<file path="src/rtl/token_pkg.sv">
// Shared token definitions for the dataflow token ring: field widths, token layout, arbiter modes.
package token_pkg;

  localparam int unsigned NODE_W = 16;
  localparam int unsigned GEN_W  = 12;
  localparam int unsigned OPR_W  = 32;
  localparam int unsigned WEN_W  = 2;

  typedef struct packed {
    logic [NODE_W-1:0] node;
    logic [GEN_W-1:0]  gen;
    logic [OPR_W-1:0]  opr0;
    logic [OPR_W-1:0]  opr1;
    logic [WEN_W-1:0]  wen;
  } token_t;

  typedef enum logic {
    ARB_RR    = 1'b0,
    ARB_FIXED = 1'b1
  } arb_mode_e;

endpackage

</file>
<file path="src/rtl/token_rr_arb.sv">
// N-way arbiter: round-robin from a rotating pointer, or fixed priority with channel 0 highest.
module token_rr_arb
  import token_pkg::*;
#(
  parameter int unsigned NUM_CH   = 2,
  parameter int unsigned ARB_MODE = 0
) (
  input  logic                      clk,
  input  logic                      rst,
  input  logic [NUM_CH-1:0]         req_i,
  input  logic                      advance_i,
  output logic [NUM_CH-1:0]         grant_o,
  output logic [$clog2(NUM_CH)-1:0] grant_idx_o
);

  localparam int unsigned IdxW = $clog2(NUM_CH);
  localparam arb_mode_e   Mode = (ARB_MODE == 0) ? ARB_RR : ARB_FIXED;

  logic [IdxW-1:0] ptr_q, ptr_d;
  logic            found;
  int unsigned     cand;

  // Scan cyclically from ptr (or from 0 in fixed mode); first requester wins.
  always_comb begin
    grant_o     = '0;
    grant_idx_o = '0;
    found       = 1'b0;
    cand        = 0;
    for (int unsigned k = 0; k < NUM_CH; k++) begin
      cand = (Mode == ARB_FIXED) ? k : (k + 32'(ptr_q)) % NUM_CH;
      if (!found && req_i[IdxW'(cand)]) begin
        found                = 1'b1;
        grant_o[IdxW'(cand)] = 1'b1;
        grant_idx_o          = IdxW'(cand);
      end
    end
  end

  always_comb begin
    ptr_d = ptr_q;
    if (Mode == ARB_RR && advance_i) begin
      ptr_d = (grant_idx_o == IdxW'(NUM_CH - 1)) ? '0 : grant_idx_o + 1'b1;
    end
  end

  always_ff @(posedge clk or negedge rst) begin
    if (!rst) begin
      ptr_q <= '0;
    end else begin
      ptr_q <= ptr_d;
    end
  end

endmodule

</file>
<file path="src/rtl/token_merge_n.sv">
// N-channel synchronous token merge: arbitrates valid/ready token channels into one
// source-tagged output stream through a DEPTH-entry circular buffer.
module token_merge_n
  import token_pkg::*;
#(
  parameter int unsigned NUM_CH   = 2,
  parameter int unsigned NODE_W   = token_pkg::NODE_W,
  parameter int unsigned GEN_W    = token_pkg::GEN_W,
  parameter int unsigned OPR_W    = token_pkg::OPR_W,
  parameter int unsigned WEN_W    = token_pkg::WEN_W,
  parameter int unsigned DEPTH    = 2,
  parameter int unsigned ARB_MODE = 0
) (
  input  logic                      clk,
  input  logic                      rst,
  input  logic [NUM_CH-1:0]         in_valid,
  output logic [NUM_CH-1:0]         in_ready,
  input  logic [NUM_CH*NODE_W-1:0]  in_node,
  input  logic [NUM_CH*GEN_W-1:0]   in_gen,
  input  logic [NUM_CH*OPR_W-1:0]   in_opr0,
  input  logic [NUM_CH*OPR_W-1:0]   in_opr1,
  input  logic [NUM_CH*WEN_W-1:0]   in_wen,
  output logic                      out_valid,
  input  logic                      out_ready,
  output logic [NODE_W-1:0]         out_node,
  output logic [GEN_W-1:0]          out_gen,
  output logic [OPR_W-1:0]          out_opr0,
  output logic [OPR_W-1:0]          out_opr1,
  output logic [WEN_W-1:0]          out_wen,
  output logic [$clog2(NUM_CH)-1:0] out_ch,
  output logic                      full
);

  localparam int unsigned ChW  = $clog2(NUM_CH);
  localparam int unsigned PtrW = (DEPTH > 1) ? $clog2(DEPTH) : 1;
  localparam int unsigned CntW = $clog2(DEPTH + 1);

  typedef struct packed {
    logic [ChW-1:0]    ch;
    logic [NODE_W-1:0] node;
    logic [GEN_W-1:0]  gen;
    logic [OPR_W-1:0]  opr0;
    logic [OPR_W-1:0]  opr1;
    logic [WEN_W-1:0]  wen;
  } entry_t;

  logic [NODE_W-1:0] node_a [NUM_CH];
  logic [GEN_W-1:0]  gen_a  [NUM_CH];
  logic [OPR_W-1:0]  opr0_a [NUM_CH];
  logic [OPR_W-1:0]  opr1_a [NUM_CH];
  logic [WEN_W-1:0]  wen_a  [NUM_CH];

  for (genvar i = 0; i < NUM_CH; i++) begin : g_unpack
    assign node_a[i] = in_node[i*NODE_W +: NODE_W];
    assign gen_a[i]  = in_gen[i*GEN_W +: GEN_W];
    assign opr0_a[i] = in_opr0[i*OPR_W +: OPR_W];
    assign opr1_a[i] = in_opr1[i*OPR_W +: OPR_W];
    assign wen_a[i]  = in_wen[i*WEN_W +: WEN_W];
  end

  entry_t            mem_q [DEPTH];
  entry_t            wr_ent, rd_ent;
  logic [PtrW-1:0]   wr_ptr_q, rd_ptr_q;
  logic [CntW-1:0]   count_q, count_d;
  logic              full_q;
  logic [NUM_CH-1:0] grant;
  logic [ChW-1:0]    grant_idx;
  logic              push, pop;

  token_rr_arb #(
    .NUM_CH  (NUM_CH),
    .ARB_MODE(ARB_MODE)
  ) u_arb (
    .clk        (clk),
    .rst        (rst),
    .req_i      (in_valid),
    .advance_i  (push),
    .grant_o    (grant),
    .grant_idx_o(grant_idx)
  );

  // Ready keys off the registered full flag, so a pop never frees a slot in the same cycle.
  assign in_ready = grant & {NUM_CH{~full_q & rst}};
  assign push     = |(in_valid & in_ready);
  assign pop      = (count_q != '0) & out_ready;

  always_comb begin
    wr_ent      = '0;
    wr_ent.ch   = grant_idx;
    wr_ent.node = node_a[grant_idx];
    wr_ent.gen  = gen_a[grant_idx];
    wr_ent.opr0 = opr0_a[grant_idx];
    wr_ent.opr1 = opr1_a[grant_idx];
    wr_ent.wen  = wen_a[grant_idx];
  end

  always_comb begin
    count_d = count_q;
    if (push && !pop) begin
      count_d = count_q + 1'b1;
    end else if (!push && pop) begin
      count_d = count_q - 1'b1;
    end
  end

  always_ff @(posedge clk or negedge rst) begin
    if (!rst) begin
      for (int i = 0; i < DEPTH; i++) begin
        mem_q[i] <= '0;
      end
      wr_ptr_q <= '0;
      rd_ptr_q <= '0;
      count_q  <= '0;
      full_q   <= 1'b0;
    end else begin
      if (push) begin
        mem_q[wr_ptr_q] <= wr_ent;
        wr_ptr_q        <= (DEPTH == 1) ? '0 : wr_ptr_q + 1'b1;
      end
      if (pop) begin
        rd_ptr_q <= (DEPTH == 1) ? '0 : rd_ptr_q + 1'b1;
      end
      count_q <= count_d;
      full_q  <= (count_d == CntW'(DEPTH));
    end
  end

  assign rd_ent    = mem_q[rd_ptr_q];
  assign out_valid = (count_q != '0);
  assign out_node  = rd_ent.node;
  assign out_gen   = rd_ent.gen;
  assign out_opr0  = rd_ent.opr0;
  assign out_opr1  = rd_ent.opr1;
  assign out_wen   = rd_ent.wen;
  assign out_ch    = rd_ent.ch;
  assign full      = full_q;

endmodule

</file>
<file path="config.mk">
export PLATFORM = sky130hd
export DESIGN_NAME = token_merge_n
export DESIGN_NICKNAME = d
export VERILOG_FILES = /design/src/rtl/token_pkg.sv /design/src/rtl/token_rr_arb.sv /design/src/rtl/token_merge_n.sv
export SDC_FILE = /design/constraint.sdc
export NUM_CORES = 1
export LEC_CHECK = 0
export BUFFER_PORTS_ARGS = -buffer_cell sky130_fd_sc_hd__buf_2
export CAP_MARGIN = 20
export CELL_PAD_IN_SITES_DETAIL_PLACEMENT = 1
export CELL_PAD_IN_SITES_GLOBAL_PLACEMENT = 2
export CORE_ASPECT_RATIO = 1.75
export CORE_MARGIN = 8
export CORE_UTILIZATION = 38
export CTS_CLUSTER_DIAMETER = 40
export DETAILED_ROUTE_END_ITERATION = 16
export GPL_TIMING_DRIVEN = 0
export HOLD_SLACK_MARGIN = 0.03
export PLACE_DENSITY = 0.83
export SLEW_MARGIN = 0
export SYNTH_ARGS = -nofsm -noshare
export SYNTH_HDL_FRONTEND = slang
export SYNTH_HIERARCHICAL = 1
export SYNTH_SLANG_ARGS = --single-unit
</file>
<file path="constraint.sdc">
create_clock -name clk -period 5.87 [get_ports clk]
set_input_delay 0.2935 -clock clk [delete_from_list [all_inputs] [get_ports clk]]
set_output_delay 0.2935 -clock clk [all_outputs]
set_load 0.02 [all_outputs]
</file>
**After elaboration in Yosys (flattened, before gate mapping)**

Index checks and enable logic that the tools add are counted.

- Bits in registers: 196
- Input bits: 193
- Output and inout bits: 99
- Logic and storage cells: 89

- Add/sub/neg operators: 6
- Magnitude comparators: 8
- Equal/unequal tests: 1
- Multiplexer cells: 37
- Bitwise operators: 9
- Reductions and logical operators: 11

Operators by type and width:

| cell | number |
|---|---|
| $mux W95 | 4 |
| $mux W32 | 6 |
| $bwmux W190 | 1 |
| $demux W95 S1 | 1 |
| $mux W16 | 3 |
| $mux W12 | 3 |
| $mux W2 | 7 |
| $mux W1 | 10 |
| $ge A2 B2 Y1 const B | 3 |
| $logic_and A1 B1 Y1 | 6 |
| $not A1 Y2 | 3 |
| $and A2 B2 Y2 | 2 |
| $lt A1 B2 Y1 const B | 2 |
| $add A1 B1 Y1 const B | 3 |
| $logic_not A1 Y1 | 3 |
| $add A2 B1 Y2 const B | 1 |
| $and A1 B1 Y1 | 2 |
| $demux W1 S1 | 2 |
| $eq A2 B2 Y1 const B | 1 |
| $ge A1 B1 Y1 const B | 2 |
| $lt A2 B1 Y1 const B | 1 |
| $or A2 B2 Y2 | 1 |
| $reduce_bool A2 Y1 | 1 |
| $reduce_or A2 Y1 | 1 |
| 3 further kinds | 3 |

**Depth between registers and ports, before layout**

Gate-level depths: netlist (run 1).

- Depth after elaboration: 15
- Depth in mapped cells: 9

**Modules after synthesis**

The synthesis (run 1) kept the hierarchy.

By module, submodules not included:

| module | times used | cells an instance | area each (um^2) | sequential area each (um^2) |
|---|---|---|---|---|
| token_merge_n | 1 | 640 | 9,809.4 | 4,879.7 |
| token_rr_arb | 1 | 7 | 83.8 | 25.0 |

**Worst setup path before layout (run 1)**

No wires, ideal clock.

- Path type: flip-flop to flip-flop
- From: register (tool-made name)
- To: register mem_q[41] (netlist bit)
- Arrival time: 1.730 ns
- Data required time: 5.745 ns
- Path slack: 4.014 ns
- Stages on the path, launching flop included: 10
- Buffers on the path: 2
- Cells stage by stage: dfrtp_1 > nand2b_4 > and2_1 > a22o_1 > nand2_4 > inv_4 > nand2_2 > buf_6 > buf_6 > mux2_4

RTL lines:

| item | line | source |
|---|---|---|
| end signal: indexed assignment | token_merge_n.sv:117 | `mem_q[wr_ptr_q] <= wr_ent;` |
| end: declaration | token_merge_n.sv:61 | `entry_t mem_q [DEPTH];` |

**Worst setup path after layout (run 1)**

- From: input rst
- To: register mem_q[101] (netlist bit)

- Longest elaborated chain between the ends: 4

RTL lines:

| item | line | source |
|---|---|---|
| start: declaration | token_merge_n.sv:15 | `input logic rst,` |
| $and A1 B1 Y1 | token_merge_n.sv:83 | `assign in_ready = grant & {NUM_CH{~full_q & rst}};` |
| $and A2 B2 Y2 | token_merge_n.sv:83 |  |
| $and A2 B2 Y2 | token_merge_n.sv:84 | `assign push = \|(in_valid & in_ready);` |
| $reduce_or A2 Y1 | token_merge_n.sv:84 |  |

Every way passes these cells.
A chain may end at the register's enable or synchronous reset.

==> results of run 1 <==
[path summary, 6_finish.rpt]
path | from | to
worst max-delay path | rst | mem_q[101]
worst min-delay path | in_valid[1] | flop
worst max register to register | flop | mem_q[95]
worst min register to register | mem_q[180] | mem_q[180]
max in group asynchronous | rst | mem_q[182]
min in group asynchronous | rst | mem_q[16]
[cells in the final DEF (no fill, tap or decap), drive strengths merged, types with 2 or more instances in the layout]
| master | count |
|---|---|
| nand2 | 5 |
| and2 | 4 |
| bufinv | 3 |
| buf | 328 |
| inv | 6 |
| clkinvlp | 2 |
| clkbuf | 28 |
| mux2 | 379 |
| nor2 | 2 |
| clkinv | 3 |
| nand4 | 2 |
| xnor2 | 4 |
| dfrtp | 196 |
[layout make-up]
| type | count | share of cell area [%] |
|---|---|---|
| buffer | 42 | 2.457 |
| clock buffer | 22 | 3.896 |
| clock inverter | 10 | 1.168 |
| inverter | 4 | 0.1410 |
| multi-input combinational | 405 | 37.55 |
| sequential | 196 | 39.47 |
| tap | 320 | 3.222 |
| timing repair buffer | 293 | 12.10 |
[timing repair]
| item | CTS | global route |
|---|---|---|
| endpoints found under the hold margin | 78 | 0 |
| hold buffers | 1 | 0 |
| setup endpoints to repair | 0 | 0 |
[power by group through the flow]
stage	sequential, mW	clock, mW	combinational (mW)
after floorplan	2.27	0	2.48
after global placement	2.34	0	3.48
after detailed placement	2.39	0	3.54
after CTS	2.37	1.28	3.56
after global routing	2.46	1.33	3.70
final	2.37	1.25	3.46
[registers in the layout, indices dropped and copies added (netlist names), named ones only]
name      count
wr_ptr_q      1
rd_ptr_q      1
mem_q       190
full          1
count_q       2
[metrics by stage]
step | setup slack (ns) | hold WS, ns | utilization [%]
4_1_cts | 2.770 | 0.1027 | 48.23
3_3_place_gp | 0.3250 | 0.4630 | 45.61
2_1_floorplan | 4.014 | -0.002091 | -
3_5_place_dp | 2.898 | 0.3009 | 45.75
5_1_grt | 2.614 | 0.1228 | 48.23
6_report | 2.847 | 0.1289 | 48.23
[cell families (layout without fill, tap and decap cells)]
| logic type | Yosys count | in the layout |
|---|---|---|
| adder cells (fa/ha/maj) | 1 | 1 |
| buffers and inverters | 46 | 371 |
| AO/OA/AOI/OAI | 5 | 5 |
| flip-flops | 196 | 196 |
| XOR/XNOR | 4 | 4 |
| multiplexers | 379 | 379 |
| AND/OR/NAND/NOR | 16 | 16 |
[routing by layer]
| metal | global-route usage (%) | share of wire, % |
|---|---|---|
| met5 | 0 | 0 |
| met4 | 5.670 | 1.7 |
| met3 | 3.617 | 4.8 |
| met2 | 35.06 | 58 |
| met1 | 18.84 | 35 |
==> impl_metrics.json, run 1 <==
{
  "outcome": "complete, no violations",
  "drive_gt1_share_pct": 75.51,
  "cp_num_buf_inv": 5,
  "fp.dieW_um": 138.0,
  "layout.nets": 1153,
  "synth-main-ff-cell": "dfrtp_1",
  "r2r_cells": 6,
  "period_share_pct": 51.49,
  "rsz0062_at_grt": "false",
  "finClkSkew_ns": 0.005033,
  "fmax_mhz": 330.8,
  "hold_class": "input pin to flop",
  "path_delay_family": "buffers and inverters",
  "synth_compound_gate_area_share_pct": 0.5691,
  "drt_iter0_drc": 188,
  "cpMostUsedCell": "buf_6",
  "fillCellCount": 2739,
  "dp.cells": 1259,
  "yosys-top-cells-area": "dfrtp_1, mux2_2, mux2_4",
  "synth_cell_type_count": 27,
  "cap_violations": 0,
  "cpMaxStageDelayCell": "dlygate4sd3_1",
  "swShare_pct": 37.18,
  "syn_to_final_growth_pct": 25.61,
  "clockRootBuffer": "clkbuf_16",
  "cts.reportedPaths.clkPinSlew_ns": 0.07,
  "relSlewSlack_pct": 44.14,
  "timing_hold_violations_final": 0,
  "grt_pass1_vias": 7574,
  "grt_pass1_wl_um": 43650,
  "power_density_nw_per_um2": 569.4,
  "final_area_um2": 12430,
  "finalSetupViolCount": 0,
  "via_per_inst": 5.007,
  "async_flop_share_pct": 100.0,
  "synth_nets": 841,
  "place.gp.congestion": 0.7416,
  "max_stage_delay_ns": 0.57,
  "chipHeight_um": 229.5,
  "tns_ns": 0,
  "pwr-share-seq_pct": 33.5,
  "cts_buffers": 17,
  "period_needed_ns": 3.023,
  "grt_usage_pct": 18.26,
  "power_leakage_nw": 5.933,
  "start_util_pct": 38.40,
  "vdd_drop_max_uv": 213.5,
  "crit_path_max_fanout": 119,
  "n_antenna_cell": 0,
  "synth_largest_area_cell": "dfrtp_1",
  "dieArea_um2": 31660,
  "synth_edf_count": 0,
  "ff_latch_area_um2": 4905,
  "synth_most_common_cell": "mux2_2",
  "synthTopCellsByCount": "mux2_2, dfrtp_1, mux2_4",
  "cts_tree": "built",
  "ys_ff_latch": 196,
  "synth.top_cell.area_share_pct": 49.58,
  "wl_per_cell_um": 21.83,
  "drv_slew": 0,
  "synthMuxAreaShare_pct": 45.04,
  "ys_seq_area_share_pct": 49.58,
  "htree_levels": 4,
  "power_frac_comb_pct": 48.9,
  "ant_nets": 0,
  "clk_path_buf_depth": 2,
  "drc": 0,
  "num_rows": 78,
  "synth_top_family_by_area": "multiplexers",
  "numClockSinks": 196,
  "reg2reg_slack_ns": 3.63,
  "multi_input_area_um2": 4666,
  "yosysWarnings": 6,
  "wl_um": 28200,
  "cp_num_cells": 9,
  "first_pass_iters": 4,
  "overflow": 0,
  "cp.required_ns": 6.19,
  "crit_chain": "dlygate4sd3_1 > buf_8 > buf_16 > nor2b_2 > nand2_4 > nor2_2 > buf_6 > buf_6 > mux2_2",
  "dp.final_hpwl_um": 21770,
  "finalPower_mw": 7.076,
  "grt_max_degree": 120,
  "antenna_found_initial": 0,
  "intPower_mw": 4.445,
  "post-cts-setup-buffer-count": 0,
  "crit_path_end_kind": "flop",
  "io_pins": 292,
  "netlist_area_um2": 9893,
  "path_class": "input pin to flop",
  "clock_latency_ns": 0.43,
  "syn_inst": 647,
  "tightest_slew_ns": 0.8379,
  "finalNonFillerCells": 1292,
  "synth_area_per_cell_um2": 15.29,
  "synth_xor_area_share_pct": 0.3541,
  "synthSimpleGateAreaFrac_pct": 1.075,
  "power_switching_mw": 2.631,
  "hold_path_depth": 2,
  "p_clk_share_pct": 17.6,
  "synthAdderAreaFrac_pct": 0.1265,
  "cts_resized": 0,
  "core_um2": 25760,
  "worstSetupStartpointType": "input pin",
  "critical_path_arrival_ns": 3.34,
  "via_count": 6469,
  "portBuffers": 291,
  "placed_area_um2": 11790
}
No activity file was read; power rests on OpenSTA's default activity.
==> run 2: changes to the inputs <==
ABC_AREA = 1   (was unset)
CORE_UTILIZATION = 28   (was 38)
PLACE_DENSITY = 0.78   (was 0.83)
clock period = 2.8 ns   (was 5.87 ns; I/O delays follow)
==> impl_metrics.json, run 2 <==
{
  "m1WireLength_um": 16290,
  "drive_gt1_share_pct": 20.79,
  "cts_buffers": 17,
  "wl_per_cell_um": 18.10,
  "n_antenna_cell": 0,
  "highest_layer": "met4",
  "holdPathEnd": "mem_q[58]",
  "ys_ff_latch": 196,
  "reg2reg_slack_ns": 0.13,
  "layout_common_cells": "nand2_1, buf_2, dfrtp_1, dlygate4sd3_1, inv_1",
  "power_density_nw_per_um2": 1099,
  "drt_iter0_drc": 513,
  "crit_chain": "nand2_1 > nand2_1 > buf_2 > clkinv_1 > clkbuf_4 > buf_2 > nand2_1 > nand2_1 > dlygate4sd3_1 > nand2_1 > nand2_1",
  "via_per_inst": 4.508,
  "cts.reportedPaths.clkPinSlew_ns": 0.07,
  "grt_pass1_vias": 10821,
  "synth_area_per_cell_um2": 7.085,
  "dp.final_hpwl_um": 29970,
  "tightest_slew_ns": 0.9718,
  "outcome": "complete, no violations",
  "drc": 0,
  "post-cts-setup-buffer-count": 0,
  "critical_path_arrival_ns": 3.02,
  "cp.required_ns": 3.15,
  "ant_nets": 0,
  "portBuffers": 291,
  "synth_nets": 1561,
  "finalSetupViolCount": 0,
  "synth_edf_count": 0,
  "cap_violations": 0,
  "finClkSkew_ns": 0.008976,
  "reg_top3": "mem_q: 190 flops, count_q: 2 flops",
  "synth_cell_type_count": 19,
  "period_share_pct": 95.40,
  "max_stage_delay_ns": 0.57,
  "clk_path_buf_depth": 2,
  "grt_usage_pct": 20.23,
  "fp.dieW_um": 156.6,
  "timing_hold_violations_final": 0,
  "hold_class": "input pin to flop",
  "netlist_area_um2": 9686,
  "fmax_mhz": 374.4,
  "dieArea_um2": 41030,
  "largest_reg_flops": 190,
  "clock_latency_ns": 0.45,
  "syn_to_final_growth_pct": 39.01,
  "async_flop_share_pct": 100.0,
  "place.gp.congestion": 0.7799,
  "crit_path_max_fanout": 10,
  "core_um2": 34350,
  "rsz0062_at_grt": "false",
  "cpMaxStageDelayCell": "dlygate4sd3_1",
  "cts_tree": "built",
  "htree_levels": 4,
  "num_rows": 90,
  "path_class": "flop to flop",
  "io_pins": 292,
  "vdd_drop_max_uv": 483.6,
  "synth_largest_area_cell": "dfrtp_1",
  "drv_slew": 0,
  "wl_um": 40970,
  "chipHeight_um": 262.0,
  "r2r_end": "mem_q[28]",
  "clockRootBuffer": "clkbuf_16",
  "min_from": "in_opr0[56]",
  "period_needed_ns": 2.671,
  "fin_util_pct": 39.20,
  "via_count": 10207,
  "overflow": 0,
  "synth.top_cell.area_share_pct": 50.64,
  "start_util_pct": 28.20,
  "synth-main-ff-cell": "dfrtp_1",
  "cpMostUsedCell": "nand2_1",
  "power_leakage_nw": 7.564,
  "hold_path_depth": 5,
  "grt_pass1_wl_um": 62550,
  "ys_seq_area_share_pct": 50.64,
  "grt_max_degree": 107,
  "wl_met3_um": 1591,
  "final_common_cell": "nand2_1",
  "hold_ws_ns": 0.04432,
  "regMostFlops": "mem_q",
  "first_pass_iters": 5,
  "relSlewSlack_pct": 35.21,
  "syn_inst": 1367,
  "yosysWarnings": 6,
  "wl_met2_um": 22480,
  "r2r_cells": 11,
  "synthTopCellsByCount": "nand2_1, dfrtp_1, inv_1",
  "antenna_found_initial": 0,
  "crit_path_end_kind": "flop",
  "worstSetupStartpointType": "flop",
  "layout.nets": 1986,
  "yosys-top-cells-area": "dfrtp_1, nand2_1, o21ai_0",
  "numClockSinks": 196,
  "synth_most_common_cell": "nand2_1"
}
-- run 2: through the flow --
stage	power, mW	instances	worst slack (ns)	TNS [ns]	instance area [um^2]
floorplan	9.064	1367	1.293	0	9686
global placement	12.10	2118	-2.819	-929.74	11720
detailed placement	12.29	2119	0.4605	0	11760
CTS	15.07	2264	0.01657	0	13460
global route	15.94	2264	0.0006994	0	13460
finish	14.79	2264	0.1287	0	13460
-- run 2: worst max-delay path, delay by kind of cell, from the launching register on --
kind / cells / cell delay [ns]
buf+inv: 5 / 1.72
flops: 1 / 0.38
simple gates: 6 / 0.46
-- run 2: cell families after synthesis --
group,synth area share (%)
simple gates,30.69
flops,50.64
buf+inv,8.578
compound gates,9.870
xor+xnor,0.09044
fa+ha+maj,0.1292
-- run 2: power breakdown --
part	total (mW)	internal [mW]	switching, mW
Clock	2.44	1.32	1.12
Combinational	7.66	2.35	5.31
Sequential	4.69	4.17	0.528
-- run 2: how the worst max path moves through the flow --
stage,from,to,cells after the start,slack (ns)
after floorplan,rd_ptr_q,out_opr0[22],4,1.29
after global placement,rst,mem_q[123],7,-2.82
after detailed placement,flop,mem_q[115],9,0.46
after CTS,flop,mem_q[28],10,0.02
after global routing,flop,mem_q[28],11,0.0007
final,flop,mem_q[28],11,0.13
-- run 2: final cells by class --
| cell class | count | area, um^2 |
|---|---|---|
| fillers | 4402 | 20880 |
| plain buffers | 83 | 426.7 |
| well taps | 460 | 575.6 |
| clock inverters | 8 | 75.07 |
| clock buffers | 23 | 488.0 |
| flip-flops and latches | 196 | 4905 |
| multi-input cells | 979 | 3950 |
| repair buffers | 406 | 2635 |
| inverters | 109 | 409.1 |
-- run 2: what timing repair did --
item,4_1_cts,5_1_grt
hold endpoints to repair,152,0
resized for setup,0,6
setup endpoints to repair,0,13
hold buffers,114,0
-- run 2: metal layers --
layer  up-vias  track usage [%]
met5         -                0
li1       4991                -
met3        30            3.392
met4         0            5.737
met1      4986            22.48
met2       200            38.48
==> run 3: changes to the inputs <==
==> constraint.sdc (replaced) <==
create_clock -name clk -period 2.8 [get_ports clk]
set_input_delay 0.84 -clock clk [delete_from_list [all_inputs] [get_ports clk]]
set_output_delay 0.84 -clock clk [all_outputs]
set_load 0.02 [all_outputs]
==> impl_metrics.json, run 3 (synthesis results as in run 2) <==
{
  "reg_top3": "mem_q: 190 flops, count_q: 2 flops",
  "timing_hold_violations_final": 0,
  "grt_pass1_wl_um": 60150,
  "period_share_pct": 97.82,
  "fillCellCount": 4429,
  "grtUsageMet3_pct": 3.540,
  "place.gp.congestion": 0.7799,
  "critPathLaunch": "rd_ptr_q",
  "via_count": 9702,
  "numClockSinks": 196,
  "outcome": "complete, no violations",
  "drive_gt1_share_pct": 23.02,
  "num_rows": 90,
  "vdd_drop_max_uv": 479.8,
  "clk_path_buf_depth": 2,
  "cts_hold_buf": 0,
  "finalSetupViolCount": 0,
  "clock_latency_ns": 0.46,
  "core_um2": 34350,
  "drv_slew": 0,
  "cts.reportedPaths.clkPinSlew_ns": 0.07,
  "chipHeight_um": 262.0,
  "endpoint": "out_node[15]",
  "placed_area_um2": 11760,
  "final_common_cell": "nand2_1",
  "cpMostUsedCell": "buf_2",
  "cts_tree": "built",
  "fmax_mhz": 365.1,
  "dp.cells": 2119,
  "cp.required_ns": 1.96,
  "dp.final_hpwl_um": 29970,
  "cpMaxStageDelayCell": "clkbuf_1",
  "path_class": "flop to output pin",
  "grt_pass1_vias": 10161,
  "final_area_um2": 12390,
  "worstSetupStartpointType": "flop",
  "portBuffers": 291,
  "reg2reg_slack_ns": 0.51,
  "antenna_found_initial": 0,
  "cap_violations": 0,
  "largest_reg_flops": 190,
  "busiest_layer": "met2",
  "htree_levels": 4,
  "io_pins": 292,
  "relSlewSlack_pct": 51.97,
  "power_leakage_nw": 7.129,
  "clockRootBuffer": "clkbuf_16",
  "start_util_pct": 28.20,
  "crit_path_max_fanout": 10,
  "r2r_end": "mem_q[115]",
  "n_antenna_cell": 0,
  "layout.nets": 1872,
  "syn_to_final_growth_pct": 27.95,
  "fp.dieW_um": 156.6,
  "first_pass_iters": 4,
  "hold_class": "input pin to asynchronous set/reset pin",
  "dieArea_um2": 41030,
  "crit_chain": "buf_2 > clkbuf_1 > o21ai_0 > buf_2",
  "ant_nets": 0,
  "via_per_inst": 4.513,
  "grt_max_degree": 107,
  "grt_use_met2_pct": 37.09,
  "wl_um": 39690,
  "overflow": 0,
  "tightest_slew_ns": 0.7204,
  "fin_util_pct": 36.08,
  "critical_path_arrival_ns": 1.90,
  "drc": 0,
  "grt_usage_pct": 19.62,
  "regMostFlops": "mem_q",
  "grt_util_met1_pct": 21.90,
  "crit_path_end_kind": "output pin",
  "cts_buffers": 17,
  "rsz0062_at_grt": "true",
  "period_needed_ns": 2.739,
  "power_density_nw_per_um2": 1176,
  "drt_iter0_drc": 482,
  "r2r_cells": 9,
  "wl_per_cell_um": 18.46,
  "max_stage_delay_ns": 0.48,
  "finalNonFillerCells": 2150,
  "finClkSkew_ns": 0.01108,
  "layout_common_cells": "nand2_1, buf_2, dfrtp_1, inv_1, a21oi_1",
  "post-cts-setup-buffer-count": 0
}
==> run 3: cell types whose count changed in the layout (fill, tap and decap cells not counted) <==
cell and delta:
clkbuf_1 -14, o21ai_1 +3, buf_2 -2, buf_4 +4, dlygate4sd3_1 -114, clkbuf_8 +3
buf_8 -1, buf_12 +1, clkbuf_4 +2, buf_6 +1, clkbuf_2 +6, o21ai_0 -3
==> run 3: timing repair <==
action                                  4_1_cts  5_1_grt
resized for setup                            32        5
gates cloned                                  0        0
endpoints found under the setup margin       95       21
==> run 3: routing by layer <==
| layer | vias to the layer above | wire, um |
|---|---|---|
| met5 | - | 0 |
| met4 | 0 | 488 |
| met3 | 24 | 1707 |
| met2 | 191 | 21680 |
| met1 | 4722 | 15820 |
| li1 | 4765 | - |
==> run 3: power by group <==
group	total (mW)	internal [mW]	switching (mW)
Combinational	7.44	2.21	5.23
Sequential	4.69	4.17	0.526
Clock	2.44	1.32	1.13
Total	14.6	7.69	6.89
==> run 3: layout make-up <==
class	instances	area, um^2	share of cell area, %
Buffer	83	491.7	3.968
Clock buffer	23	488.0	3.937
Clock inverter	8	75.07	0.6058
Inverter	109	409.1	3.301
Multi-Input combinational cell	979	3950	31.87
Sequential cell	196	4905	39.58
Tap cell	460	575.6	4.644
Timing Repair Buffer	292	1499	12.09
==> run 3: stage by stage <==
step	TNS (ns)	power, mW	setup slack (ns)	hold slack (ns)
3_5_place_dp	-20.06	12.29	-0.2111	0.4584
2_1_floorplan	0	9.064	0.5933	0.4417
4_1_cts	0	14.87	0.0009079	0.4051
6_report	0	14.58	0.06116	0.2713
3_3_place_gp	-1206.85	12.10	-3.519	0.4534
5_1_grt	-0.2238	15.72	-0.03202	0.3204
==> run 3: how the worst min path moves through the flow <==
stage | start | endpoint | cells after the start
after floorplan | mem_q[19] | mem_q[19] | 2
after global placement | mem_q[92] | mem_q[92] | 2
after detailed placement | mem_q[47] | mem_q[47] | 2
after CTS | rst | mem_q[146] | 1
after global routing | rst | mem_q[146] | 1
final | rst | mem_q[146] | 1
==> run 3: critical path: cells and delay by family, from the launching register on <==
kind                   cells  cell delay (ns)
AOI/OAI and AO/OA          1             0.26
buffers and inverters      3             0.88
DFF                        1             0.32
